$ cat config.mk
export PLATFORM = sky130hd
export DESIGN_NAME = multi_key_debouncer
export DESIGN_NICKNAME = d
export VERILOG_FILES = /design/src/rtl/debounce_pkg.sv /design/src/rtl/debounce_channel.sv /design/src/rtl/multi_key_debouncer.sv
export SDC_FILE = /design/constraint.sdc
export NUM_CORES = 1
export LEC_CHECK = 0
export CORE_AREA = 8 8 113 136
export DETAILED_ROUTE_END_ITERATION = 8
export DIE_AREA = 0 0 121 144
export PLACE_DENSITY = 0.87
export SETUP_SLACK_MARGIN = 0.3
export SLEW_MARGIN = 20
export SYNTH_ARGS = -nofsm -noshare
export SYNTH_HDL_FRONTEND = slang
export SYNTH_HIERARCHICAL = 1
export SYNTH_SLANG_ARGS = --single-unit
$ cat constraint.sdc
create_clock -name clk -period 6.9 [get_ports clk]
set_input_delay 1.035 -clock clk [delete_from_list [all_inputs] [get_ports clk]]
set_output_delay 1.035 -clock clk [all_outputs]
set_load 0.01 [all_outputs]
$ cat src/rtl/debounce_pkg.sv
// Shared types and width helpers for the key debouncer and its consumers.
// Latency: n/a (declarations only).
// Backpressure: n/a.
package debounce_pkg;

  // Default build values for the board push-button front end.
  localparam int DEF_N_KEYS       = 4;
  localparam int DEF_CNT_WIDTH    = 16;
  localparam int DEF_TICK_DIV     = 50000;
  localparam int DEF_HOLD_TICKS   = 500;
  localparam int DEF_REPEAT_TICKS = 100;

  // Bits needed to hold any value in 0..max_val (never less than 1).
  function automatic int ctr_width(input int max_val);
    return (max_val < 2) ? 1 : $clog2(max_val + 1);
  endfunction

  // Per-key event bundle handed to the control FSM.
  typedef struct packed {
    logic state;       // debounced level, 1 = pressed
    logic down;        // press accepted this cycle
    logic up;          // release accepted this cycle
    logic long_press;  // hold threshold reached this cycle
    logic auto_rep;    // auto-repeat strobe this cycle
  } key_evt_t;

endpackage

$ cat src/rtl/debounce_channel.sv
// One key: 2-FF sync, stability-count debounce, hold-time and auto-repeat strobes.
// Latency: a clean level change appears 2**CNT_WIDTH+2 clocks after first sampling.
// Backpressure: none; strobes are single-cycle and must be consumed when they appear.
module debounce_channel
  import debounce_pkg::*;
#(
  parameter int CNT_WIDTH    = DEF_CNT_WIDTH,
  parameter int HOLD_TICKS   = DEF_HOLD_TICKS,
  parameter bit REPEAT_EN    = 1'b1,
  parameter int REPEAT_TICKS = DEF_REPEAT_TICKS
) (
  input  logic     clk,
  input  logic     reset,
  input  logic     level,      // raw pin, already normalised to 1 = pressed
  input  logic     tick,       // shared hold-time prescaler pulse
  output logic     state_nxt,  // debounced level as it will be after this edge
  output key_evt_t evt
);

  localparam int HW = ctr_width(HOLD_TICKS);
  localparam logic [HW-1:0] HOLD_MAX  = HW'(HOLD_TICKS);
  localparam logic [HW-1:0] HOLD_LAST = HW'(HOLD_TICKS - 1);

  logic [1:0]           sync;
  logic [CNT_WIDTH-1:0] cnt;
  logic [HW-1:0]        hold_cnt;
  logic                 st_q, dn_q, up_q, lg_q, rp_q;
  logic                 mismatch, toggle, hold_step, hold_sat, long_hit;

  assign mismatch  = sync[1] != st_q;
  assign toggle    = mismatch && (&cnt);
  assign state_nxt = st_q ^ toggle;
  // Ticks landing on a press/release edge do not count toward the hold time.
  assign hold_step = st_q && !toggle && tick;
  assign hold_sat  = hold_cnt == HOLD_MAX;
  assign long_hit  = hold_step && (hold_cnt == HOLD_LAST);

  // Two-flop synchroniser; clears to the released level.
  always_ff @(posedge clk) begin
    if (reset) sync <= 2'b00;
    else       sync <= {sync[0], level};
  end

  // Debounce: count consecutive mismatching clocks, flip the level on the all-ones count.
  always_ff @(posedge clk) begin
    if (reset) begin
      cnt  <= '0;
      st_q <= 1'b0;
      dn_q <= 1'b0;
      up_q <= 1'b0;
    end else begin
      cnt  <= (mismatch && !toggle) ? cnt + CNT_WIDTH'(1) : '0;
      st_q <= state_nxt;
      dn_q <= toggle && !st_q;
      up_q <= toggle && st_q;
    end
  end

  // Hold timer: counts ticks while pressed, saturates, fires the long strobe once.
  always_ff @(posedge clk) begin
    if (reset || toggle || !st_q) begin
      hold_cnt <= '0;
      lg_q     <= 1'b0;
    end else begin
      lg_q <= long_hit;
      if (hold_step && !hold_sat) hold_cnt <= hold_cnt + HW'(1);
    end
  end

  generate
    if (REPEAT_EN) begin : g_rep
      localparam int RW = ctr_width(REPEAT_TICKS);
      localparam logic [RW-1:0] REP_LAST = RW'(REPEAT_TICKS - 1);
      logic [RW-1:0] rep_cnt;
      logic          rp_r;

      // Repeat timer: restarts at the long strobe, pulses every REPEAT_TICKS ticks after it.
      always_ff @(posedge clk) begin
        if (reset || toggle || !st_q || long_hit) begin
          rep_cnt <= '0;
          rp_r    <= 1'b0;
        end else begin
          rp_r <= 1'b0;
          if (hold_step && hold_sat) begin
            if (rep_cnt == REP_LAST) begin
              rep_cnt <= '0;
              rp_r    <= 1'b1;
            end else begin
              rep_cnt <= rep_cnt + RW'(1);
            end
          end
        end
      end

      assign rp_q = rp_r;
    end else begin : g_norep
      assign rp_q = 1'b0;
    end
  endgenerate

  assign evt = '{state: st_q, down: dn_q, up: up_q, long_press: lg_q, auto_rep: rp_q};

endmodule

$ cat src/rtl/multi_key_debouncer.sv
// N-key push-button front end: polarity fix-up, shared hold prescaler, per-key debounce channels.
// Latency: 2**CNT_WIDTH+2 clocks from a clean pin change to key_state_o; all outputs registered.
// Backpressure: none; strobes are single-cycle and must be consumed when they appear.
module multi_key_debouncer
  import debounce_pkg::*;
#(
  parameter int N_KEYS       = DEF_N_KEYS,
  parameter int CNT_WIDTH    = DEF_CNT_WIDTH,
  parameter bit ACTIVE_LOW   = 1'b1,
  parameter int TICK_DIV     = DEF_TICK_DIV,
  parameter int HOLD_TICKS   = DEF_HOLD_TICKS,
  parameter bit REPEAT_EN    = 1'b1,
  parameter int REPEAT_TICKS = DEF_REPEAT_TICKS
) (
  input  logic              clk,
  input  logic              reset,
  input  logic [N_KEYS-1:0] key_i,
  output logic [N_KEYS-1:0] key_state_o,
  output logic [N_KEYS-1:0] key_down_o,
  output logic [N_KEYS-1:0] key_up_o,
  output logic [N_KEYS-1:0] key_long_o,
  output logic [N_KEYS-1:0] key_repeat_o,
  output logic              key_any_o
);

  localparam int PW = ctr_width(TICK_DIV - 1);
  localparam logic [PW-1:0] PRESC_LAST = PW'(TICK_DIV - 1);

  logic [PW-1:0]     presc;
  logic              tick;
  logic [N_KEYS-1:0] level;
  logic [N_KEYS-1:0] state_nxt;

  // Internal level is always 1 = pressed, whatever the board wiring.
  assign level = ACTIVE_LOW ? ~key_i : key_i;
  assign tick  = presc == PRESC_LAST;

  // Free-running hold prescaler shared by all keys; not aligned to any press.
  always_ff @(posedge clk) begin
    if (reset || tick) presc <= '0;
    else               presc <= presc + PW'(1);
  end

  generate
    for (genvar g = 0; g < N_KEYS; g++) begin : g_key
      key_evt_t evt;

      debounce_channel #(
        .CNT_WIDTH   (CNT_WIDTH),
        .HOLD_TICKS  (HOLD_TICKS),
        .REPEAT_EN   (REPEAT_EN),
        .REPEAT_TICKS(REPEAT_TICKS)
      ) u_chan (
        .clk      (clk),
        .reset    (reset),
        .level    (level[g]),
        .tick     (tick),
        .state_nxt(state_nxt[g]),
        .evt      (evt)
      );

      assign key_state_o[g]  = evt.state;
      assign key_down_o[g]   = evt.down;
      assign key_up_o[g]     = evt.up;
      assign key_long_o[g]   = evt.long_press;
      assign key_repeat_o[g] = evt.auto_rep;
    end
  endgenerate

  // Any-key flag taken from next state so it lines up with key_state_o.
  always_ff @(posedge clk) begin
    if (reset) key_any_o <= 1'b0;
    else       key_any_o <= |state_nxt;
  end

endmodule

# Word level (Yosys, flattened, before mapping)
# Cells that the tools add are included.
dict set report word_totals {
  elab_cells 163
  output_inout_bits 21
  register_bits 173
  inputBits 6
}
dict set report op_classes {
  n_reduce_logical 74
  bitwise 13
  add_sub_neg 13
  mux 8
  eq_ne 17
}
# op n
set op_table {}
lappend op_table {{adder 16 x 1 -> 16 bit (second input constant)} 5}
lappend op_table {{== test 9 bit (second input constant)} 8}
lappend op_table {{AND reduction 16 bit} 4}
lappend op_table {{adder 9 x 1 -> 9 bit (second input constant)} 4}
lappend op_table {{logical AND 1 bit} 36}
lappend op_table {{adder 7 x 1 -> 7 bit (second input constant)} 4}
lappend op_table {{== test 7 bit (second input constant)} 4}
lappend op_table {{two-way mux 7 bit} 4}
lappend op_table {{== test 16 bit (second input constant)} 1}
lappend op_table {{OR reduction 2 bit} 8}
lappend op_table {{logical OR 1 bit} 13}
lappend op_table {{logical NOT 1 bit} 12}
lappend op_table {{NOT 1 bit} 8}
lappend op_table {{two-way mux 1 bit} 4}
lappend op_table {{!= test 1 bit} 4}
lappend op_table {{NOT 4 bit} 1}
lappend op_table {{OR reduction 4 bit} 1}
lappend op_table {{bitwise XOR 1 bit} 4}

# Longest topological paths before layout
dict set report logic_depth {
  word_depth 8
  mapped_depth 8
  ltp_nobuf 7
}

# Cells and area by module
# Netlist, hierarchy kept.
# mod area_per_inst_um2 seq_area_each_um2 n_inst cells_per_inst
set by_module_without_submodules {}
lappend by_module_without_submodules {debounce_channel 1909.3 780.7 4 213}
lappend by_module_without_submodules {multi_key_debouncer 840.8 340.3 1 87}

# Least setup slack after synthesis
# Ideal clock, no wire load.
dict set report synth_path {
  kind {flip-flop to flip-flop}
  startpoint {reg presc[0]}
  endpoint {reg g_key[0].u_chan.g_rep.rep_cnt[4]}
  path_stages_with_launch 9
  synth_period_minus_slack_ps 2352
  required_time_ps 6833
  setup_slack_ps 4548
  setup_ps 67
  n_path_buf 1
  arrival_ps 2285
  cell_sequence {dfxtp_1 -> ha_1 -> and3_1 -> and4_4 -> nand2_1 -> or3_1 -> buf_2 -> or4_4 -> a21oi_2}
}
dict set report synth_between {
  elab_chain_cells 4
  word_cells_on_any_way 5
  classes_between {eq/ne (1); reduce/logical (4)}
}
# element line
set synth_rtl {}
lappend synth_rtl {{from (decl)} multi_key_debouncer.sv:29} ;# logic [PW-1:0] presc;
lappend synth_rtl {{from (signal assigned)} multi_key_debouncer.sv:41} ;# else presc <= presc + PW'(1);
lappend synth_rtl {{== test 16 bit (*)} multi_key_debouncer.sv:36} ;# assign tick = presc == PRESC_LAST;
lappend synth_rtl {{via tick} multi_key_debouncer.sv:30} ;# logic tick;
lappend synth_rtl {{logical AND 1 bit (*)} debounce_channel.sv:34} ;# assign hold_step = st_q && !toggle && tick;
lappend synth_rtl {{logical AND 1 bit} debounce_channel.sv:36} ;# assign long_hit = hold_step && (hold_cnt == HOLD_LAST);
lappend synth_rtl {{logical OR 1 bit} debounce_channel.sv:79} ;# if (reset || toggle || !st_q || long_hit) begin
lappend synth_rtl {{to (signal assigned)} debounce_channel.sv:89} ;# rep_cnt <= rep_cnt + RW'(1);
lappend synth_rtl {{to (decl)} debounce_channel.sv:74} ;# logic [RW-1:0] rep_cnt;
# Mark *: on every way through the listed nets, which the timed path passes. The rest lies on a longest branch.
# A chain may end at the register's enable or synchronous reset.

# Final worst setup path
dict set report layout_path {
  startpoint {reg g_key[0].u_chan.st_q}
  endpoint {out key_state_o[0]}
}
# element line
set layout_lines {}
lappend layout_lines {{from (decl)} debounce_channel.sv:27} ;# logic st_q, dn_q, up_q, lg_q, rp_q;
lappend layout_lines {{from (signal assigned)} debounce_channel.sv:53} ;# st_q <= state_nxt;
lappend layout_lines {{to (decl)} multi_key_debouncer.sv:18} ;# output logic [N_KEYS-1:0] key_state_o,
# No word-level cell between the ends.

==> impl_results.md <==
- CTS tree: yes
- Sequential share of the synthesized area: 40.85%
- CP arrival: 1640 ps
- Max-Cap Viols: 0
- Fmax: 373.4 MHz
- Area occupied by multi-input gates: 4577 sq um
- Status: finished, final reports clean
- Setup Skew: 8.207 ps
- CP max stage delay: 630 ps
- Clk slew on worst S/H paths: 60 ps
- Post-CTS Resized: 0
- Setup ws final: about 4200 ps
- Antenna-violating nets left: 0
- Syn Inst Count: 939
- CP Cell Sequence: clkdlybuf4s50_1
- Most frequent cells in the layout: dfxtp_1 (173), nor2_1 (101), nand3_1 (65), xnor2_1 (52), nand2_1 (46)
- Setup bufs post-CTS: 0
- Ant. Diodes: 0
- Ys Warns: 6
- Syn Std Cell Area: 8478 sq um
- Hold Path Depth: 1
- Power Dens Cells: 215.2 nW/um^2
- Final worst path period share: 38.81%
- Vias in the first global route: 6490
- DIE WIDTH: 121 um
- Die ar.: 17420 sq um
- Pre-Repair DR Iteration Count: 5
- Gr usage total: 20.14%
- Synth unique cells: 49
- WP depth: 1
- CP delay by family, top: buffers and inverters
- DRT Wirelength: 17070 um
- Initial Util: 63.51%
- Vias per inst: 6.102
- Core Area: 13350 sq um
- Final min period: between 2000 and 3000 ps
- Commonest non-fill, non-tap cell in the layout: dfxtp_1
- Slew headroom: 30.81%
- Global route total overflow: 0
- Detailed Route Iter0 Violations: 507
- Fraction of layout cells with a size suffix above 1: 8.966%
- CP Launch Type: flop
- Element type at the critical path end: output pin
- First-pass GRT wire length: 28770 um
- IO Count: 27
- Final Power: 0.001982 W
- Clock Tree Buf Depth: 2
- CP Class: reg2out
- Via count: 6828
- Clk_lat worst skew: approximately 430 ps
- Setup-failing EPs final: 0
- Fin nets: between 900 and 1k
- Num CTS Buffers: 17
- WP data required: 5860 ps
- Final Slew Violations: 0
- IO Port Bufs: 26
- Row count: 47
- Critical Path Slowest Stage Cell: clkdlybuf4s50_1
- Remaining DRCs: 0
- Syn_nets: 962
- Initial antenna violation count: 0
- Avg Inst Size Synth: 9.029 sq um
- DPL Wire Length: between 10000 and 15000 um
- Setup TNS: 0 ps
- Reg area: 3463 sq um
- GPL Wtd Cong: roughly 0.87
- CTS sink cnt: between 150 and 200
- Leak: 3.116 nW
- Hold WS: roughly 440 ps
- Worst Hold Class: reg2reg
- CP bufs+invs: 1
- H-tree depth: 4
- Worst Path Max Fanout: 10
- Count of final hold-check violations: 0
- Reg2Reg Depth: 7
- Largest net degree at the start of global routing: 28
- Yosys reg bits: ~170
- RSZ-0062 raised after global routing: no
- Worst slew pin tran: 1031 ps
- Root Driver: clkbuf_16
- FILL cells: 1015
- Synth-to-layout area growth: 8.663%
- Die H: 144 um
- Worst vdd ir: 0.1649 mV
- Wirelength per Cell: 15.25 um
- Hold Buf Count CTS: 0
- Pre-CTS worst setup slack: 3965 ps
==> synthesized netlist by cell type (all sizes together) <==
cell type | count | area (sq um)
mux2i | 4 | 40.04
clkbuf | 8 | 30.03
or2 | 5 | 31.28
o22ai | 4 | 25.02
nor3 | 20 | 100.1
dfxtp | 173 | 3463
o21ai | 24 | 120.1
and2 | 12 | 75.07
nand4 | 47 | 319.1
and4bb | 1 | 12.51
nor4b | 13 | 113.9
nor4bb | 1 | 10.01
a21oi | 48 | 255.2
or4 | 28 | 225.2
or3 | 4 | 25.02
nor2b | 8 | 50.05
or4b | 4 | 40.04
o211ai | 8 | 60.06
buf | 42 | 341.6
xnor2 | 52 | 455.4
ha | 17 | 212.7
o31ai | 32 | 240.2
and4 | 17 | 156.4
nand4b | 20 | 235.2
inv | 28 | 105.1
nand3 | 70 | 375.4
nor2 | 111 | 481.7
nand2 | 46 | 172.7
and2b | 4 | 30.03
nor4 | 17 | 131.4
and3 | 33 | 211.5
xor2 | 34 | 297.8
a31o | 4 | 35.03
==> power by group <==
group	switching [W]	internal, W	total (W)
Sequential	0.00000381	0.00100	0.00101
Clock	0.000387	0.000569	0.000957
Combinational	0.0000110	0.00000783	0.0000188
Total	0.000402	0.00158	0.00198
==> layer usage <==
metal / wire (um) / global-route usage [%] / up-vias
li1: - / - / 3415
met1: 7368 / 22.49 / 3198
met2: 8655 / 35.55 / 189
met3: 724 / 4.336 / 26
met4: 318 / 9.750 / 0
met5: 0 / 0 / -
==> per-stage QoR <==
stage	cell area (sq um)	util [%]	cells
after floorplan	8478	-	939
after global placement	8588	64.34	1087
after detailed placement	8588	64.34	1087
after CTS	9174	68.72	1119
after global routing	9213	69.01	1119
final	9213	69.01	1119
==> layout make-up <==
| type | instances | area share, % |
|---|---|---|
| Clock buffer | 22 | 4.821 |
| Clock inverter | 10 | 1.535 |
| Inverter | 28 | 1.141 |
| Multi-Input combinational cell | 688 | 49.68 |
| Sequential cell | 173 | 37.59 |
| Tap cell | 171 | 2.322 |
| Timing Repair Buffer | 27 | 2.906 |
==> sequential cells by signal, summed over array words and instances, names as in the netlist <==
| signal | flops |
|---|---|
| g_key.u_chan/cnt | 64 |
| g_key.u_chan/dn_q | 4 |
| g_key.u_chan/g_rep.rep_cnt | 28 |
| g_key.u_chan/g_rep.rp_r | 4 |
| g_key.u_chan/hold_cnt | 36 |
| g_key.u_chan/lg_q | 4 |
| g_key.u_chan/st_q | 4 |
| g_key.u_chan/sync | 8 |
| g_key.u_chan/up_q | 4 |
| key_any_o | 1 |
| presc | 16 |
==> path summary, 6_finish.rpt <==
path	startpoint	endpoint	slack, ps
worst min register to register	g_key[3].u_chan/sync[0]	g_key[3].u_chan/sync[1]	440
worst max register to register	presc[0]	g_key[0].u_chan/g_rep.rep_cnt[4]	4230
worst max-delay path	g_key[0].u_chan/st_q	key_state_o[0]	4220
worst min-delay path	g_key[3].u_chan/sync[0]	g_key[3].u_chan/sync[1]	440
==> cells by family after synthesis <==
family	Yosys count	share of synthesized area (%)
xor+xnor	86	8.884
buf+inv	78	5.623
fa+ha+maj	17	2.509
compound gates	120	8.678
mux	4	0.4723
flops	173	40.85
simple gates	461	32.98
(Power assumes the default switching activity.)
